==> config.mk <==
export PLATFORM = sky130hd
export DESIGN_NAME = imem_fetch_responder_flat
export DESIGN_NICKNAME = d
export VERILOG_FILES = /design/src/rtl/imem_fetch_responder_if.sv /design/src/rtl/imem_fetch_responder.sv /design/src/flat_wrapper.sv
export SDC_FILE = /design/constraint.sdc
export NUM_CORES = 1
export LEC_CHECK = 0
export BUFFER_PORTS_ARGS = -buffer_cell sky130_fd_sc_hd__buf_2
export CORE_ASPECT_RATIO = 0.75
export CORE_UTILIZATION = 25
export DETAILED_ROUTE_END_ITERATION = 7
export GPL_ROUTABILITY_DRIVEN = 0
export PLACE_DENSITY_LB_ADDON = 0.15
export SYNTH_ARGS = -nofsm -noshare
export SYNTH_HDL_FRONTEND = slang
export SYNTH_SLANG_ARGS = --single-unit
==> constraint.sdc <==
create_clock -name clk -period 6.5 [get_ports clk]
set_input_delay 0 -clock clk [delete_from_list [all_inputs] [get_ports clk]]
set_output_delay 0 -clock clk [all_outputs]
set_load 0.01 [all_outputs]
==> src/rtl/imem_fetch_responder_if.sv <==
// ---------------------------------------------------------------------------
// imem_fetch_responder_if
//
// Groups the two handshakes around the instruction-fetch responder:
//   - PC-side fetch handshake : iren, PCaddr -> iready, instr, ierr
//   - instruction-memory bus  : mem_ren, mem_addr -> mem_rdata, mem_ack
//
// Modports:
//   slave  : the responder (consumes fetch requests, drives the bus request)
//   master : the environment around it (PC datapath plus instruction memory)
// ---------------------------------------------------------------------------
interface imem_fetch_responder_if;
  logic        iren;
  logic [31:0] PCaddr;
  logic        iready;
  logic [31:0] instr;
  logic        ierr;
  logic        mem_ren;
  logic [31:0] mem_addr;
  logic [31:0] mem_rdata;
  logic        mem_ack;

  modport slave (
    input  iren, PCaddr, mem_rdata, mem_ack,
    output iready, instr, ierr, mem_ren, mem_addr
  );

  modport master (
    output iren, PCaddr, mem_rdata, mem_ack,
    input  iready, instr, ierr, mem_ren, mem_addr
  );
endinterface

==> src/rtl/imem_fetch_responder.sv <==
// ---------------------------------------------------------------------------
// imem_fetch_responder
//
// Responder end of the instruction-fetch handshake. Takes a word-aligned
// address plus a level-sensitive fetch enable from the PC, performs the read
// on a variable-latency instruction-memory bus and returns the word with a
// single-cycle iready pulse. Misaligned addresses and bus timeouts return
// NOP_WORD with ierr=1.
//
// Ports:
//   clk  : system clock, all state updates on the rising edge
//   RST  : synchronous active-high reset
//   bus  : imem_fetch_responder_if.slave
//          iren/PCaddr in, iready/instr/ierr out (fetch handshake)
//          mem_ren/mem_addr out, mem_rdata/mem_ack in (memory bus)
//
// Parameters:
//   TIMEOUT  : BUSY cycles without mem_ack before the fetch is aborted (1..255)
//   NOP_WORD : instruction returned on any error
//
// Optional feature (macro IFETCH_BUF_EN): one-entry {valid, addr, data}
// buffer loaded on every good bus response; a matching aligned fetch is
// answered from the buffer without a bus access.
// ---------------------------------------------------------------------------
module imem_fetch_responder #(
  parameter int          TIMEOUT  = 16,
  parameter logic [31:0] NOP_WORD = 32'h0000_0013
) (
  input logic                   clk,
  input logic                   RST,
  imem_fetch_responder_if.slave bus
);

  typedef enum logic [1:0] {
    IDLE = 2'd0,
    BUSY = 2'd1,
    RESP = 2'd2
  } state_t;

  localparam logic [7:0] LAST_COUNT = 8'(TIMEOUT - 1);

  state_t      state, state_n;
  logic [31:0] instr_q, instr_n;
  logic        ierr_q, ierr_n;
  logic [31:0] req_addr, req_addr_n;
  logic [7:0]  cnt, cnt_n;
  // Set once the PC has moved away from the in-flight address; the bus
  // transaction is still finished, but its result is thrown away.
  logic        stale, stale_n;
  logic        addr_changed;
  logic        drop;

`ifdef IFETCH_BUF_EN
  logic        buf_valid, buf_valid_n;
  logic [31:0] buf_addr, buf_addr_n;
  logic [31:0] buf_data, buf_data_n;
`endif

  always_ff @(posedge clk) begin
    if (RST) begin
      state    <= IDLE;
      instr_q  <= '0;
      ierr_q   <= 1'b0;
      req_addr <= '0;
      cnt      <= '0;
      stale    <= 1'b0;
`ifdef IFETCH_BUF_EN
      buf_valid <= 1'b0;
      buf_addr  <= '0;
      buf_data  <= '0;
`endif
    end else begin
      state    <= state_n;
      instr_q  <= instr_n;
      ierr_q   <= ierr_n;
      req_addr <= req_addr_n;
      cnt      <= cnt_n;
      stale    <= stale_n;
`ifdef IFETCH_BUF_EN
      buf_valid <= buf_valid_n;
      buf_addr  <= buf_addr_n;
      buf_data  <= buf_data_n;
`endif
    end
  end

  always_comb begin
    state_n      = state;
    instr_n      = instr_q;
    ierr_n       = ierr_q;
    req_addr_n   = req_addr;
    cnt_n        = cnt;
    stale_n      = stale;
    addr_changed = 1'b0;
    drop         = 1'b0;
`ifdef IFETCH_BUF_EN
    buf_valid_n = buf_valid;
    buf_addr_n  = buf_addr;
    buf_data_n  = buf_data;
`endif

    case (state)
      IDLE: begin
        if (bus.iren) begin
          if (bus.PCaddr[1:0] != 2'b00) begin
            instr_n = NOP_WORD;
            ierr_n  = 1'b1;
            state_n = RESP;
`ifdef IFETCH_BUF_EN
            buf_valid_n = 1'b0;
`endif
          end
`ifdef IFETCH_BUF_EN
          else if (buf_valid && (bus.PCaddr == buf_addr)) begin
            instr_n = buf_data;
            ierr_n  = 1'b0;
            state_n = RESP;
          end
`endif
          else begin
            req_addr_n = bus.PCaddr;
            cnt_n      = '0;
            stale_n    = 1'b0;
            state_n    = BUSY;
          end
        end
      end

      BUSY: begin
        addr_changed = !bus.iren || (bus.PCaddr != req_addr);
        drop         = stale || addr_changed;
        // An ack in the final counted cycle still wins over the abort.
        if (bus.mem_ack) begin
          if (drop) begin
            state_n = IDLE;
          end else begin
            instr_n = bus.mem_rdata;
            ierr_n  = 1'b0;
            state_n = RESP;
`ifdef IFETCH_BUF_EN
            buf_valid_n = 1'b1;
            buf_addr_n  = req_addr;
            buf_data_n  = bus.mem_rdata;
`endif
          end
        end else if (cnt == LAST_COUNT) begin
          if (drop) begin
            state_n = IDLE;
          end else begin
            instr_n = NOP_WORD;
            ierr_n  = 1'b1;
            state_n = RESP;
`ifdef IFETCH_BUF_EN
            buf_valid_n = 1'b0;
`endif
          end
        end else begin
          cnt_n   = cnt + 8'd1;
          stale_n = drop;
        end
      end

      RESP: state_n = IDLE;

      default: state_n = IDLE;
    endcase
  end

  assign bus.iready   = (state == RESP);
  assign bus.mem_ren  = (state == BUSY);
  assign bus.instr    = instr_q;
  assign bus.ierr     = ierr_q;
  assign bus.mem_addr = req_addr;

endmodule

==> src/flat_wrapper.sv <==
// flat-port wrapper written by rule: the top's interface ports become plain ports
module imem_fetch_responder_flat 
#(
  parameter int          TIMEOUT  = 16,
  parameter logic [31:0] NOP_WORD = 32'h0000_0013
)
  (clk, RST, bus_iren, bus_PCaddr, bus_mem_rdata, bus_mem_ack, bus_iready, bus_instr, bus_ierr, bus_mem_ren, bus_mem_addr);
  imem_fetch_responder_if bus_i ();
  input logic clk;
  input logic RST;
  input wire logic [$bits(bus_i.iren)-1:0] bus_iren;
  input wire logic [$bits(bus_i.PCaddr)-1:0] bus_PCaddr;
  input wire logic [$bits(bus_i.mem_rdata)-1:0] bus_mem_rdata;
  input wire logic [$bits(bus_i.mem_ack)-1:0] bus_mem_ack;
  output wire logic [$bits(bus_i.iready)-1:0] bus_iready;
  output wire logic [$bits(bus_i.instr)-1:0] bus_instr;
  output wire logic [$bits(bus_i.ierr)-1:0] bus_ierr;
  output wire logic [$bits(bus_i.mem_ren)-1:0] bus_mem_ren;
  output wire logic [$bits(bus_i.mem_addr)-1:0] bus_mem_addr;
  assign bus_i.iren = bus_iren;
  assign bus_i.PCaddr = bus_PCaddr;
  assign bus_i.mem_rdata = bus_mem_rdata;
  assign bus_i.mem_ack = bus_mem_ack;
  assign bus_iready = bus_i.iready;
  assign bus_instr = bus_i.instr;
  assign bus_ierr = bus_i.ierr;
  assign bus_mem_ren = bus_i.mem_ren;
  assign bus_mem_addr = bus_i.mem_addr;
  imem_fetch_responder #(.TIMEOUT(TIMEOUT), .NOP_WORD(NOP_WORD)) u_core (.clk(clk), .RST(RST), .bus(bus_i));
endmodule
==> results.ini, run 1 <==
[cells_and_area]
fin_nets=593
finish.utilization=0.4081
insertedDiodeCount=0
drive_gt1_frac=0.3006
synthToLayoutAreaGrowth_pct=57.35

[floorplanning]
num_rows=34
die_area_um2=12630
core_area_um2=11740
die_w_um=129.4
dieHeight_um=97.59
ios=135
start_util=0.2594

[synthesis]
synth_fa_ha_area_frac=0.004108
seq_area_frac_synth=0.4996
syn_nets=405
synthSimpleGateAreaFrac=0.1808
syn_area_um2=3045
synth_top_family_by_area=simple AND/OR/NAND/NOR gates
muxShareOfSynthArea=0.003287
synth_cell_types=33
ys_warn_count=0
synthCells=336
synth_compound_area_frac=0.1779
synth-xor-area-share=0.09778
ys_ff_latch=76
syn_area_per_cell_um2=9.064

[setup_path]
critical_path.max_stage_delay_ns=0.63
worstPathArrival_ns=2.76
worstReg2RegStart=u_core.bus.mem_addr[8]
cp_max_fo=29
crit_family=compound AO/OA/AOI/OAI gates
cp_num_cells=6
crit_path_end=u_core.bus.instr[14]
critPathLaunch=u_core.bus.mem_addr[8]
path_cells=xor2_1 -> a2111o_1 -> nor4_4 -> nand4_2 -> o221a_1 -> a22o_1
cp_data_required_time_ns=6.71
rr_worst_depth=6
r2r_slack_ns=3.95
worstSetupPathType=reg -> reg
start_kind=flop
critical_path_buf_inv_count=0
end_kind=flop
reg2reg_to=u_core.bus.instr[14]
worst_path_max_delay_cell=o221a_1

[detailed_routing]
first_pass_iters=4
first_iter_violations=145
detail-route-antenna-nets=0
viasPerCell=4.281
vias=2958
route.detailed.drc=0
wire_per_inst_um=13.21
drt-total-wl_um=9127

[placed_design]
io_buffers=134
place.detailed.hpwl_um=6239

[power]
pwr-share-seq=0.408
power_switching_mw=0.2670
cellLeakagePower_nw=2.056
p_comb_frac=0.103
ir_drop_v=0.0001160
power_frac_clock=0.489
p_int_mw=0.9158
power_density_nw_per_um2=246.8
switching_share=0.2257

[timing]
post-route-period-util=0.3924
maxSlewHeadroom=0.2621
timing.setup.tns_ns=0
finClkSkew_ns=0.007979
tightest_slew_ns=1.107
drv_slew=0
timing_hold_violations_final=0
finalSetupViolCount=0
rsz0062_at_grt=false
fmax_ghz=0.3920
fin_crit_ns=2.551

[status]
status=finished clean

[clock_tree]
clkTransAtPathRegs_ns=0.06
htree_levels=3
cts-root-buf=clkbuf_16
clkLatencyLatePin_ns=0.33
cts-buffers-inserted=9
clk_path_buf_depth=2
cts_tree=yes
clkSinkCount=76

[global_routing]
grt_usage=0.1486
grt_antenna_before_repair=0
grt_max_degree=42
grt_pass1_wl_um=14370
grt_overflow=0
grt_pass1_vias=2807

[hold_path]
min_path_type=in -> reg
hold_depth=3

[flow_run]
maxCapViolCount=0

synth_stat cells:
library cell,count,area share
nand4_1,9,0.018
o21ai_0,4,0.0066
nor3_1,8,0.013
nor4_4,1,0.0070
dfxtp_1,76,0.50
nand3_1,2,0.0033
a22oi_1,2,0.0049
a21oi_1,34,0.056
nand4_2,1,0.0041
nor2b_1,1,0.0021
a22o_1,29,0.083
o221a_1,1,0.0037
a311oi_1,1,0.0029
or3_1,4,0.0082
xor2_1,3,0.0086
and2_1,2,0.0041
clkbuf_1,13,0.016
nand2_1,64,0.079
nor2_1,22,0.027
buf_6,2,0.0074
a2111o_1,1,0.0037
mux2i_1,1,0.0033
buf_2,2,0.0033
or2_2,3,0.0062
and3_1,3,0.0062
buf_4,1,0.0025
inv_1,6,0.0074
nor4_1,1,0.0021
xnor2_1,31,0.089
o21bai_1,1,0.0025
ha_1,1,0.0041
a211oi_1,5,0.012
a31oi_1,1,0.0021
kinds of logic after synthesis:
group,count (synthesis)
muxes,1
xor gates and xnor gates,34
buffers and inverters,24
DFF,76
AOI/OAI and AO/OA,79
adders and majority gates,1
and+or+nand+nor,121
cell usage in the layout (no fill, tap or decap), types with 2 or more instances in the layout:
cell and count:
buf_2 134, dfxtp_1 76, nand2_1 64, dlygate4sd3_1 59, a21oi_1 34, xnor2_1 31, a22o_1 29, nor2_1 21
nand4_1 9, clkbuf_16 9, nor3_1 7, inv_1 6, a211oi_1 5, or3_1 4, o21ai_0 4, or2_2 3
xor2_1 3, and3_1 3, bufinv_16 3, and2_1 2, nand3_1 2, a22oi_1 2, clkinv_4 2, buf_4 2
worst min path at each step:
stage / from / to
finish: bus_mem_rdata[1] / u_core.bus.instr[1]
detailed placement: bus_mem_rdata[26] / u_core.bus.instr[26]
global route: bus_mem_rdata[1] / u_core.bus.instr[1]
CTS: bus_mem_rdata[1] / u_core.bus.instr[1]
floorplan: bus_mem_rdata[16] / u_core.bus.instr[16]
global placement: bus_mem_rdata[12] / u_core.bus.instr[12]
flip-flops by register name, indices dropped and copies added, names as in the netlist:
signal / count
u_core.bus.mem_addr: 32
u_core.stale: 1
u_core.bus.instr: 32
u_core.cnt: 8
u_core.bus.ierr: 1
u_core.state: 2
worst min-delay path, delay by kind of cell:
kind | cells | cell delay, ns
buffers and inverters | 1 | 0.08
AOI/OAI and AO/OA | 1 | 0.18
and+or+nand+nor | 1 | 0.04
power groups by stage:
stage | sequential [mW] | clock, mW | combinational [mW]
2_1_floorplan | 0.496 | 0 | 0.0459
3_3_place_gp | 0.493 | 0 | 0.0950
3_5_place_dp | 0.493 | 0 | 0.0947
4_1_cts | 0.482 | 0.594 | 0.123
5_1_grt | 0.484 | 0.618 | 0.134
6_report | 0.482 | 0.578 | 0.122
area by class of cell:
| class | instances | area (um2) |
|---|---|---|
| Clock buffer | 9 | 225.2 |
| Fill cell | 1229 | 6949 |
| Clock inverter | 7 | 123.9 |
| Timing Repair Buffer | 195 | 1276 |
| Inverter | 6 | 22.52 |
| Multi-Input combinational cell | 236 | 1420 |
| Sequential cell | 76 | 1521 |
| Tap cell | 162 | 202.7 |
metal layers:
metal	vias up	wire, um	global-route usage	part of all wire
li1	1539	-	-	-
met1	1332	4603	0.2009	0.50
met2	77	3943	0.2200	0.43
met3	10	443	0.04130	0.049
met4	0	137	0.06172	0.015
met5	-	0	0	0
stage by stage:
stage               std cells  total power, mW  hold WS, ns  worst slack (ns)  cell area, um2
floorplan                 336           0.5421       0.1255             4.312            3045
global placement          616           0.5876       0.2097             4.006            3852
detailed placement        616           0.5875       0.2123             3.952            3852
CTS                       691            1.199      0.01314             3.937            4792
global route              691            1.235      0.02453             3.776            4792
finish                    691            1.183      0.02229             3.949            4792
what timing repair did:
| action | CTS | global route |
|---|---|---|
| endpoints found under the setup margin | 0 | 0 |
| setup buffers | 0 | 0 |
| hold endpoints to repair | 59 | 0 |
| hold buffers | 59 | 0 |
| gates resized for setup | 0 | 0 |
Note: power is estimated with default switching activity, not from simulation.
==> run 2, diff against run 1 <==
- clock period: 6.5 -> 2.1 ns (I/O delays scaled with it)
==> run 2 against run 1 <==
  * Sequential share of layout area fell by 0.85 points
  * Global-route usage rose by 1.2 points
  * Design area rose by 2.8%
==> results.ini, run 2 (synthesized netlist as in run 1, its figures left out) <==
[timing]
tightest_slew_ns=0.4299
finalSetupViolCount=0
drv_slew=0
finClkSkew_ns=0.004891
fin_crit_ns=2.077
maxSlewHeadroom=0.7134
hold_ws_ns=0.02127
rsz0062_at_grt=true
finalWorstSetupSlack_ns=0.02309
fmax_ghz=0.4815
post-route-period-util=0.9890
timing_hold_violations_final=0

[power]
total_power_mw=3.290
p_int_mw=2.510
power_frac_clock=0.424
pwr-share-seq=0.454
p_comb_frac=0.122
power_density_nw_per_um2=667.8
cellLeakagePower_nw=2.135
ir_drop_v=0.0003654
switching_share=0.2370
power_switching_mw=0.7799

[cells_and_area]
layout_commonest_cell=buf_2
finish.utilization=0.4197
layout_common_cells=buf_2, dfxtp_1, nand2_1, dlygate4sd3_1, a21oi_1
drive_gt1_frac=0.3168
fin_nets=607
multiInputGateArea_um2=1448
insertedDiodeCount=0
regArea_um2=1523
n_fill_cell=1198
synthToLayoutAreaGrowth_pct=61.79

[setup_path]
cp_data_required_time_ns=2.38
worstPathArrival_ns=2.35
critical_path.max_stage_delay_ns=0.54
cp_max_fo=7
worstSetupPathType=in -> reg
path_cells=dlygate4sd3_1 -> buf_2 -> xor2_1 -> a2111o_1 -> nor4_4 -> nand4_2 -> buf_6 -> nor3_4 -> buf_4 -> clkbuf_16 -> a22o_1
start_kind=input pin
crit_family=buffers and inverters
critical_path_buf_inv_count=5
end_kind=flop
worst_path_max_delay_cell=dlygate4sd3_1

[global_routing]
grt_overflow=0
grt_pass1_vias=2999
grt_antenna_before_repair=0
grt_pass1_wl_um=15450
grt_max_degree=36
grt_usage=0.1602

[floorplanning]
core_area_um2=11740
dieHeight_um=97.59
die_area_um2=12630
num_rows=34
ios=135
start_util=0.2594
die_w_um=129.4

[clock_tree]
cts-root-buf=clkbuf_16
clkSinkCount=76
clk_path_buf_depth=2
htree_levels=3
clkLatencyLatePin_ns=0.34
cts_tree=yes
cts-buffers-inserted=9
clkTransAtPathRegs_ns=0.05

[detailed_routing]
viasPerCell=4.407
first_iter_violations=144
vias=3107
wire_per_inst_um=14.30
drt-total-wl_um=10080
first_pass_iters=5
route.detailed.drc=0
detail-route-antenna-nets=0

[status]
status=finished clean

[placed_design]
io_buffers=134
place.detailed.hpwl_um=6656
pre_cts_ws_ns=0.07814

[flow_run]
maxCapViolCount=0

[hold_path]
min_path_type=in -> reg

-- run 2: changes by cell type in the layout (fill, tap and decap cells not counted), moves of 2 or more --
cell / previous run / this run
xnor2_2: 0 / 2
clkinv_4: 2 / 0
clkbuf_16: 9 / 11
buf_12: 0 / 3
buf_6: 0 / 3
clkinv_2: 0 / 2
xnor2_1: 31 / 29
buf_4: 2 / 7
clkbuf_1: 0 / 4
bufinv_16: 3 / 0
-- run 2: path summary, 6_finish.rpt --
kind                                from                     end  slack (ns)  depth (start not counted)
setup / recovery           bus_PCaddr[8]    u_core.bus.instr[20]        0.02                         11
hold / removal          bus_mem_rdata[4]     u_core.bus.instr[4]        0.02                          3
setup reg to reg  u_core.bus.mem_addr[8]    u_core.bus.instr[20]        0.03                          9
hold reg to reg   u_core.bus.mem_addr[8]  u_core.bus.mem_addr[8]        0.46                          2
-- run 2: tightest hold or removal path: cells and delay by family --
family	cells	cell delay (ns)
buf+inv	1	0.08
compound gates	1	0.18
simple gates	1	0.04
-- run 2: through the flow --
stage,instance area [um2],TNS [ns],cells
2_1_floorplan,3045,0,336
3_3_place_gp,3943,0,623
3_5_place_dp,3943,0,623
4_1_cts,4807,0,699
5_1_grt,4927,-1.491,705
6_report,4927,0,705
-- run 2: power groups by stage --
stage,sequential (mW),combinational (mW),clock [mW]
finish,1.50,0.400,1.39
global route,1.50,0.437,1.51
CTS,1.49,0.398,1.44
detailed placement,1.53,0.311,0
global placement,1.53,0.310,0
floorplan,1.54,0.142,0
-- run 2: layer usage --
layer	vias up	track usage	part of all wire
li1	1565	-	-
met1	1456	0.2120	0.48
met2	75	0.2452	0.45
met3	11	0.04791	0.050
met4	0	0.05546	0.013
met5	-	0	0
-- run 2: layout make-up --
| type | count | area share |
|---|---|---|
| Sequential cell | 76 | 0.3090 |
| Multi-Input combinational cell | 236 | 0.2938 |
| Tap cell | 162 | 0.04114 |
| Clock buffer | 14 | 0.05155 |
| Clock inverter | 2 | 0.002031 |
| Timing Repair Buffer | 209 | 0.2979 |
| Inverter | 6 | 0.004571 |
-- run 2: timing repair --
action,4_1_cts,5_1_grt
buffers inserted,0,3
gates resized for setup,0,7
hold buffers,60,0
hold endpoints to repair,63,0
setup endpoints to repair,0,30
